File: config.mk
export PLATFORM = sky130hd
export DESIGN_NAME = ifetch_align_buffer
export DESIGN_NICKNAME = d
export VERILOG_FILES = /design/src/rtl/rv_fetch_pkg.sv /design/src/rtl/hw_fifo.sv /design/src/rtl/ifetch_align_buffer.sv
export SDC_FILE = /design/constraint.sdc
export NUM_CORES = 1
export LEC_CHECK = 0
export CORE_ASPECT_RATIO = 1.5
export CORE_UTILIZATION = 54
export CTS_CLUSTER_SIZE = 10
export DETAILED_ROUTE_END_ITERATION = 6
export PLACE_DENSITY = 0.78
export SYNTH_ARGS = -nofsm -noshare
export SYNTH_HDL_FRONTEND = slang
export SYNTH_HIERARCHICAL = 1
export SYNTH_SLANG_ARGS = --single-unit
File: constraint.sdc
create_clock -name clk -period 4.1 [get_ports clk]
set_input_delay 0.82 -clock clk [delete_from_list [all_inputs] [get_ports clk]]
set_output_delay 0.82 -clock clk [all_outputs]
set_load 0.03 [all_outputs]
File: src/rtl/rv_fetch_pkg.sv
// Shared widths, PC increments and the compressed-instruction test for the fetch front end.
package rv_fetch_pkg;

    localparam int HW_W   = 16;
    localparam int WORD_W = 32;

    localparam logic [2:0] CONST2 = 3'd2;
    localparam logic [2:0] CONST4 = 3'd4;

    // A halfword starts a compressed instruction unless its two low bits are both set.
    function automatic logic is_compressed(input logic [HW_W-1:0] hw);
        return (hw & 16'h0003) != 16'h0003;
    endfunction

endpackage

File: src/rtl/hw_fifo.sv
// Halfword circular queue: up to two pushes and two pops per cycle, two-entry head window.
module hw_fifo
    import rv_fetch_pkg::*;
#(
    parameter int DEPTH = 4
) (
    input  logic                         clk,
    input  logic                         rst,
    input  logic                         flush_i,
    input  logic [1:0]                   push_num_i,
    input  logic [HW_W-1:0]              push_hw0_i,
    input  logic [HW_W-1:0]              push_hw1_i,
    input  logic [1:0]                   pop_num_i,
    output logic [HW_W-1:0]              head0_o,
    output logic [HW_W-1:0]              head1_o,
    output logic [$clog2(DEPTH+1)-1:0]   count_o
);

    localparam int PTR_W = $clog2(DEPTH);
    localparam int CNT_W = $clog2(DEPTH+1);
    localparam logic [PTR_W:0] DEPTH_P = (PTR_W+1)'(DEPTH);

    logic [HW_W-1:0]  store_q [DEPTH];
    logic [PTR_W-1:0] rd_q, rd_d;
    logic [PTR_W-1:0] wr_q, wr_d;
    logic [CNT_W-1:0] cnt_q, cnt_d;

    // Pointers wrap at DEPTH, which need not be a power of two.
    function automatic logic [PTR_W-1:0] ptr_add(input logic [PTR_W-1:0] ptr, input logic [1:0] n);
        logic [PTR_W:0] s;
        s = {1'b0, ptr} + (PTR_W+1)'(n);
        if (s >= DEPTH_P) begin
            s = s - DEPTH_P;
        end
        return s[PTR_W-1:0];
    endfunction

    // Next pointer/count values; a flush empties the queue regardless of push/pop.
    always_comb begin
        rd_d  = rd_q;
        wr_d  = wr_q;
        cnt_d = cnt_q;
        if (flush_i) begin
            rd_d  = '0;
            wr_d  = '0;
            cnt_d = '0;
        end else begin
            rd_d  = ptr_add(rd_q, pop_num_i);
            wr_d  = ptr_add(wr_q, push_num_i);
            cnt_d = cnt_q + CNT_W'(push_num_i) - CNT_W'(pop_num_i);
        end
    end

    // Pointer and occupancy registers.
    always_ff @(posedge clk or negedge rst) begin
        if (!rst) begin
            rd_q  <= '0;
            wr_q  <= '0;
            cnt_q <= '0;
        end else begin
            rd_q  <= rd_d;
            wr_q  <= wr_d;
            cnt_q <= cnt_d;
        end
    end

    // Halfword storage; contents need no reset since the count gates every read.
    always_ff @(posedge clk) begin
        if (!flush_i && push_num_i != 2'd0) begin
            store_q[wr_q] <= push_hw0_i;
        end
        if (!flush_i && push_num_i == 2'd2) begin
            store_q[ptr_add(wr_q, 2'd1)] <= push_hw1_i;
        end
    end

    assign head0_o = store_q[rd_q];
    assign head1_o = store_q[ptr_add(rd_q, 2'd1)];
    assign count_o = cnt_q;

endmodule

File: src/rtl/ifetch_align_buffer.sv
// Fetch front end: word reads under req/gnt/rvalid, halfword queue, aligned instruction output.
module ifetch_align_buffer
    import rv_fetch_pkg::*;
#(
    parameter int              PC_W     = 8,
    parameter int              DEPTH_HW = 4,
    parameter logic [PC_W-1:0] RESET_PC = '0
) (
    input  logic              clk,
    input  logic              rst,
    output logic              mem_req,
    output logic [PC_W-1:0]   mem_addr,
    input  logic              mem_gnt,
    input  logic              mem_rvalid,
    input  logic [WORD_W-1:0] mem_rdata,
    input  logic              redirect_valid,
    input  logic [PC_W-1:0]   redirect_pc,
    output logic              instr_valid,
    input  logic              instr_ready,
    output logic [WORD_W-1:0] instr_out,
    output logic [PC_W-1:0]   instr_pc,
    output logic              instr_compressed
);

    localparam int CNT_W = $clog2(DEPTH_HW+1);

    logic              mem_req_q, mem_req_d;
    logic [PC_W-1:0]   mem_addr_q, mem_addr_d;
    logic [PC_W-1:0]   pc_q, pc_d;
    logic              outstanding_q, outstanding_d;
    logic              discard_q, discard_d;
    logic              skip_low_q, skip_low_d;
    logic              redir_pend_q, redir_pend_d;
    logic [PC_W-1:0]   redir_addr_q, redir_addr_d;

    logic [HW_W-1:0]   head0, head1;
    logic [CNT_W-1:0]  count;
    logic [1:0]        push_num, pop_num;
    logic [HW_W-1:0]   push_hw0, push_hw1;
    logic              head_comp, have_instr, fire, resp_ok;

    hw_fifo #(
        .DEPTH (DEPTH_HW)
    ) u_fifo (
        .clk        (clk),
        .rst        (rst),
        .flush_i    (redirect_valid),
        .push_num_i (push_num),
        .push_hw0_i (push_hw0),
        .push_hw1_i (push_hw1),
        .pop_num_i  (pop_num),
        .head0_o    (head0),
        .head1_o    (head1),
        .count_o    (count)
    );

    // Decode the queue head and decide how many halfwords to push and pop this cycle.
    always_comb begin
        head_comp  = is_compressed(head0);
        have_instr = (count >= CNT_W'(2)) || ((count >= CNT_W'(1)) && head_comp);
        instr_valid      = !redirect_valid && have_instr;
        instr_out        = head_comp ? {16'h0000, head0} : {head1, head0};
        instr_compressed = head_comp;
        fire    = instr_valid && instr_ready;
        pop_num = fire ? (head_comp ? 2'd1 : 2'd2) : 2'd0;

        resp_ok  = mem_rvalid && outstanding_q;
        push_num = 2'd0;
        push_hw0 = mem_rdata[15:0];
        push_hw1 = mem_rdata[31:16];
        if (resp_ok && !redirect_valid && !discard_q) begin
            if (skip_low_q) begin
                push_num = 2'd1;
                push_hw0 = mem_rdata[31:16];
            end else begin
                push_num = 2'd2;
            end
        end
    end

    // Request, redirect and response bookkeeping; a redirect overrides everything else.
    always_comb begin
        mem_req_d     = mem_req_q;
        mem_addr_d    = mem_addr_q;
        pc_d          = pc_q;
        outstanding_d = outstanding_q;
        discard_d     = discard_q;
        skip_low_d    = skip_low_q;
        redir_pend_d  = redir_pend_q;
        redir_addr_d  = redir_addr_q;

        if (mem_req_q) begin
            mem_req_d = !mem_gnt;
        end else begin
            mem_req_d = !outstanding_q &&
                        (({1'b0, count} + (CNT_W+1)'(2)) <= (CNT_W+1)'(DEPTH_HW));
        end

        if (mem_req_q && mem_gnt) begin
            outstanding_d = 1'b1;
        end else if (resp_ok) begin
            outstanding_d = 1'b0;
        end

        if (redirect_valid) begin
            pc_d       = redirect_pc & ~PC_W'(1);
            skip_low_d = redirect_pc[1];
            discard_d  = (outstanding_q && !mem_rvalid) || mem_req_q;
            if (mem_req_q && !mem_gnt) begin
                redir_pend_d = 1'b1;
                redir_addr_d = redirect_pc & ~PC_W'(3);
            end else begin
                redir_pend_d = 1'b0;
                mem_addr_d   = redirect_pc & ~PC_W'(3);
            end
        end else begin
            if (fire) begin
                pc_d = pc_q + (head_comp ? PC_W'(CONST2) : PC_W'(CONST4));
            end
            if (resp_ok) begin
                discard_d = 1'b0;
                if (!discard_q) begin
                    skip_low_d = 1'b0;
                end
            end
            if (mem_req_q && mem_gnt) begin
                mem_addr_d   = redir_pend_q ? redir_addr_q : mem_addr_q + PC_W'(CONST4);
                redir_pend_d = 1'b0;
            end
        end
    end

    // Control state registers, cleared immediately by the asynchronous reset.
    always_ff @(posedge clk or negedge rst) begin
        if (!rst) begin
            mem_req_q     <= 1'b0;
            mem_addr_q    <= RESET_PC & ~PC_W'(3);
            pc_q          <= RESET_PC;
            outstanding_q <= 1'b0;
            discard_q     <= 1'b0;
            skip_low_q    <= RESET_PC[1];
            redir_pend_q  <= 1'b0;
            redir_addr_q  <= '0;
        end else begin
            mem_req_q     <= mem_req_d;
            mem_addr_q    <= mem_addr_d;
            pc_q          <= pc_d;
            outstanding_q <= outstanding_d;
            discard_q     <= discard_d;
            skip_low_q    <= skip_low_d;
            redir_pend_q  <= redir_pend_d;
            redir_addr_q  <= redir_addr_d;
        end
    end

    assign mem_req  = mem_req_q;
    assign mem_addr = mem_addr_q;
    assign instr_pc = pc_q;

endmodule

==> key figures <==
CTS
  • CTS root buf: clkbuf_16
  • TritonCTS buffer count: 9
  • Clock slew at reported path FFs: approximately 0.06 ns
  • Clock sinks: 95
  • Post-CTS sizing: 0
  • Postcts setup bufs: 0
  • CTS Buffer Depth: 2
  • CTS tree: built
  • Hold buffers post-CTS: 0
  • Max H-tree Level: 3
  • Clock Latency Late Sink: around 0.34 ns

Setup path
  • Required time worst endpoint: 3.28 ns
  • CP Max Fanout: 19
  • Crit path cell chain: mux4_2 > a21bo_1 > a21oi_1 > clkdlybuf4s50_1
  • CP arrival: around 2.7 ns
  • Worst setup SP type: flop
  • Kind of critical path: flop to primary output
  • Largest stage delay, worst path: ~0.76 ns
  • Crit. End Element: primary output
  • Worst path slowest cell: mux4_2

Drt
  • Total routed wirelength: ~13000 um
  • Pre-Repair DR Iteration Count: 4
  • 1st-iter DRT viols: 177
  • DRC errors left: 0
  • ANT nets after route: 0
  • Via density: approximately 6
  • Routed len/inst: 20.30 um
  • Vias: 3879

Place
  • PortBufs: between 90 and 100
  • DP HPWL: roughly 9300 um
  • Placement Cell Area: between 6000 and 7000 sq um
  • DP Cell Count: between 600 and 700
  • Pre-CTS setup slack: approximately 0.66 ns
  • GP Congestion: 0.8585

Timing
  • Final slew viol count: 0
  • Clk_skew: about 0.0065 ns
  • Max_slew headroom: 0.2398
  • Final number of setup-violating endpoints: 0
  • Setup_tns: 0 ns
  • Crit path time final: roughly 3.5 ns
  • Crit share post-route: 0.8541
  • Final WS setup: approximately 0.6 ns
  • RSZ-0062 raised after global routing: no
  • Hold Fails Final Rpt: 0
  • Hold WS: about 0.5 ns
  • Fmax: ~290 MHz
  • Tightest Pin Transition: ~1.1 ns

Finish
  • Multi-input gate area: around 2800 sq um
  • Fin nets: around 560
  • FF/Latch Area: roughly 2700 sq um
  • # fillers: between 700 and 800
  • Layout Cells excl Fill: ~650
  • Final Instance Area: a little over 7000 sq um
  • Fraction of layout cells with a size suffix above 1: 0.3379
  • Final core occ: 0.7039
  • Area growth, synth to finish: 25.26%
  • N_diodes: 0

Global route
  • Number of global-route vias before repair: 4044
  • Antenna violations before repair: 0
  • GR Util All Layers: 0.2544
  • Grt total ovfl: 0
  • First-pass GRT wire length: between 20000 and 25000 um
  • Pin count of the biggest net entering global routing: 25

Die
  • Cell Rows: between 40 and 50
  • I/O pins: 97
  • Starting Density: 0.5619
  • Die area: ~11000 sq um
  • Die W: 86.09 um
  • Core Region: 10190 sq um
  • Die height: 128.1 um

Synthesis
  • Synth top area share: 0.3356
  • Sequential share of the synthesized area: 0.4711
  • Ys flop type: edfxtp_1
  • Synthesized area per cell: 14.07 sq um
  • Ys async rst share: 0.3263
  • Mapped Area: about 5700 sq um
  • Netlist cell types: 56
  • Post-synth EDFFs: 64
  • Synth Instances: around 410
  • Register bit total from synthesis: between 90 and 100
  • Dominant cells by area after synthesis: edfxtp_1 (34%), dfrtp_1 (14%), mux2_2 (13%)
  • Dominant cell type by area after synthesis: edfxtp_1
  • Warnings, synthesis: 6

Power and ir drop
  • Pwr dens: 431.6 nW/um^2
  • Pwr Total: about 3.1 mW
  • Sw Ratio: 0.3079
  • Combinational Power Share: 0.311
  • Worst VDD drop: about 0.00021 V
  • Internal power: around 2.1 mW
  • Clock power share: 0.283
  • Leak: between 2 and 3 nW
  • Sequential Power Share: 0.406
  • Sw power: about 950 uW

Status
  • Status: complete, no violations

Hold path
  • HP Class: flop to flop

Flow run
  • Maxcap violations: 0
==> sequential cells by signal, indices dropped and copies added, names as in the netlist, 2 cells and up <==
name,flops
mem_addr,6
u_fifo/rd_q,2
redir_addr_q,6
u_fifo/store_q,64
u_fifo/count_o,3
u_fifo/wr_q,2
instr_pc,7
==> path summary, 6_finish.rpt <==
| path | start | endpoint | slack, ns | cells after the start |
|---|---|---|---|---|
| worst max-delay path | u_fifo/rd_q[0] | instr_valid | 0.60 | 4 |
| worst min-delay path | redir_addr_q[5] | redir_addr_q[5] | 0.50 | 1 |
| worst max register to register | u_fifo/rd_q[0] | u_fifo/count_o[2] | 0.63 | 8 |
| worst min register to register | redir_addr_q[5] | redir_addr_q[5] | 0.50 | 1 |
| max in group asynchronous | rst | u_fifo/rd_q[0] | 2.25 | 1 |
| min in group asynchronous | rst | mem_addr[7] | 1.09 | 1 |
==> worst max-delay path: cells and delay by family, from the launching register on <==
kind                   cells  cell delay (ns)
muxes                      1             0.76
AOI/OAI and AO/OA          2             0.46
DFF                        1             0.43
buffers and inverters      1             0.68
==> power by group through the flow <==
stage / Combinational (mW) / Sequential, mW / Clock (mW)
5_1_grt: 1.04 / 1.27 / 0.925
2_1_floorplan: 0.575 / 1.32 / 0
3_3_place_gp: 0.941 / 1.27 / 0
3_5_place_dp: 0.962 / 1.28 / 0
6_report: 0.963 / 1.26 / 0.876
4_1_cts: 0.970 / 1.26 / 0.896
==> cells in the final DEF (no fill, tap or decap), types with 4 or more instances in the layout <==
master / netlist / routed
a21oi_1: 13 / 12
and3_1: 11 / 11
and3_2: 6 / 6
buf_4: 5 / 21
clkbuf_16: 0 / 9
clkdlybuf4s50_1: 0 / 92
dfrtp_1: 31 / 30
edfxtp_1: 64 / 64
ha_1: 7 / 7
inv_1: 16 / 16
mux2_2: 68 / 68
mux2_4: 20 / 20
mux4_2: 32 / 32
nand2_1: 17 / 17
nand2b_1: 4 / 4
nand3_1: 4 / 4
nor2_1: 13 / 12
nor2b_1: 5 / 5
nor3_1: 4 / 4
o21ai_0: 11 / 11
xnor2_1: 7 / 7
==> metal layers <==
layer,vias to the layer above,track usage,share of wire
li1,1766,-,-
met1,1968,0.2941,0.39
met2,128,0.4683,0.55
met3,17,0.03220,0.044
met4,0,0.1069,0.020
met5,-,0,0
==> logic make-up (layout without fill, tap and decap cells) <==
logic type | count (synthesis) | after routing | share of synthesized area
flops | 95 | 95 | 0.4710
compound gates | 44 | 44 | 0.05135
fa+ha+maj | 10 | 10 | 0.02578
buf+inv | 44 | 147 | 0.03998
simple gates | 80 | 80 | 0.07865
xor+xnor | 10 | 10 | 0.01529
mux | 123 | 123 | 0.3172
other cells | 1 | 3 | 0.0006548
==> cell usage after synthesis (all sizes together) (4+ instances only) <==
library cell	count
nor3	5
a21oi	13
nand3	4
mux2	88
nor2b	5
xnor2	7
and3	17
ha	7
inv	16
dfrtp	31
clkbuf	11
edfxtp	64
nand2	17
buf	16
o21ai	11
mux4	32
nor2	13
nand2b	4
==> area by class of cell <==
cell class | count | share of cell area
Timing Repair Buffer | 114 | 0.1531
Clock buffer | 9 | 0.03140
Clock inverter | 7 | 0.01221
Multi-Input combinational cell | 270 | 0.3935
Sequential cell | 95 | 0.3762
Tap cell | 141 | 0.02459
Inverter | 17 | 0.008896
(Power assumes the default switching activity.)
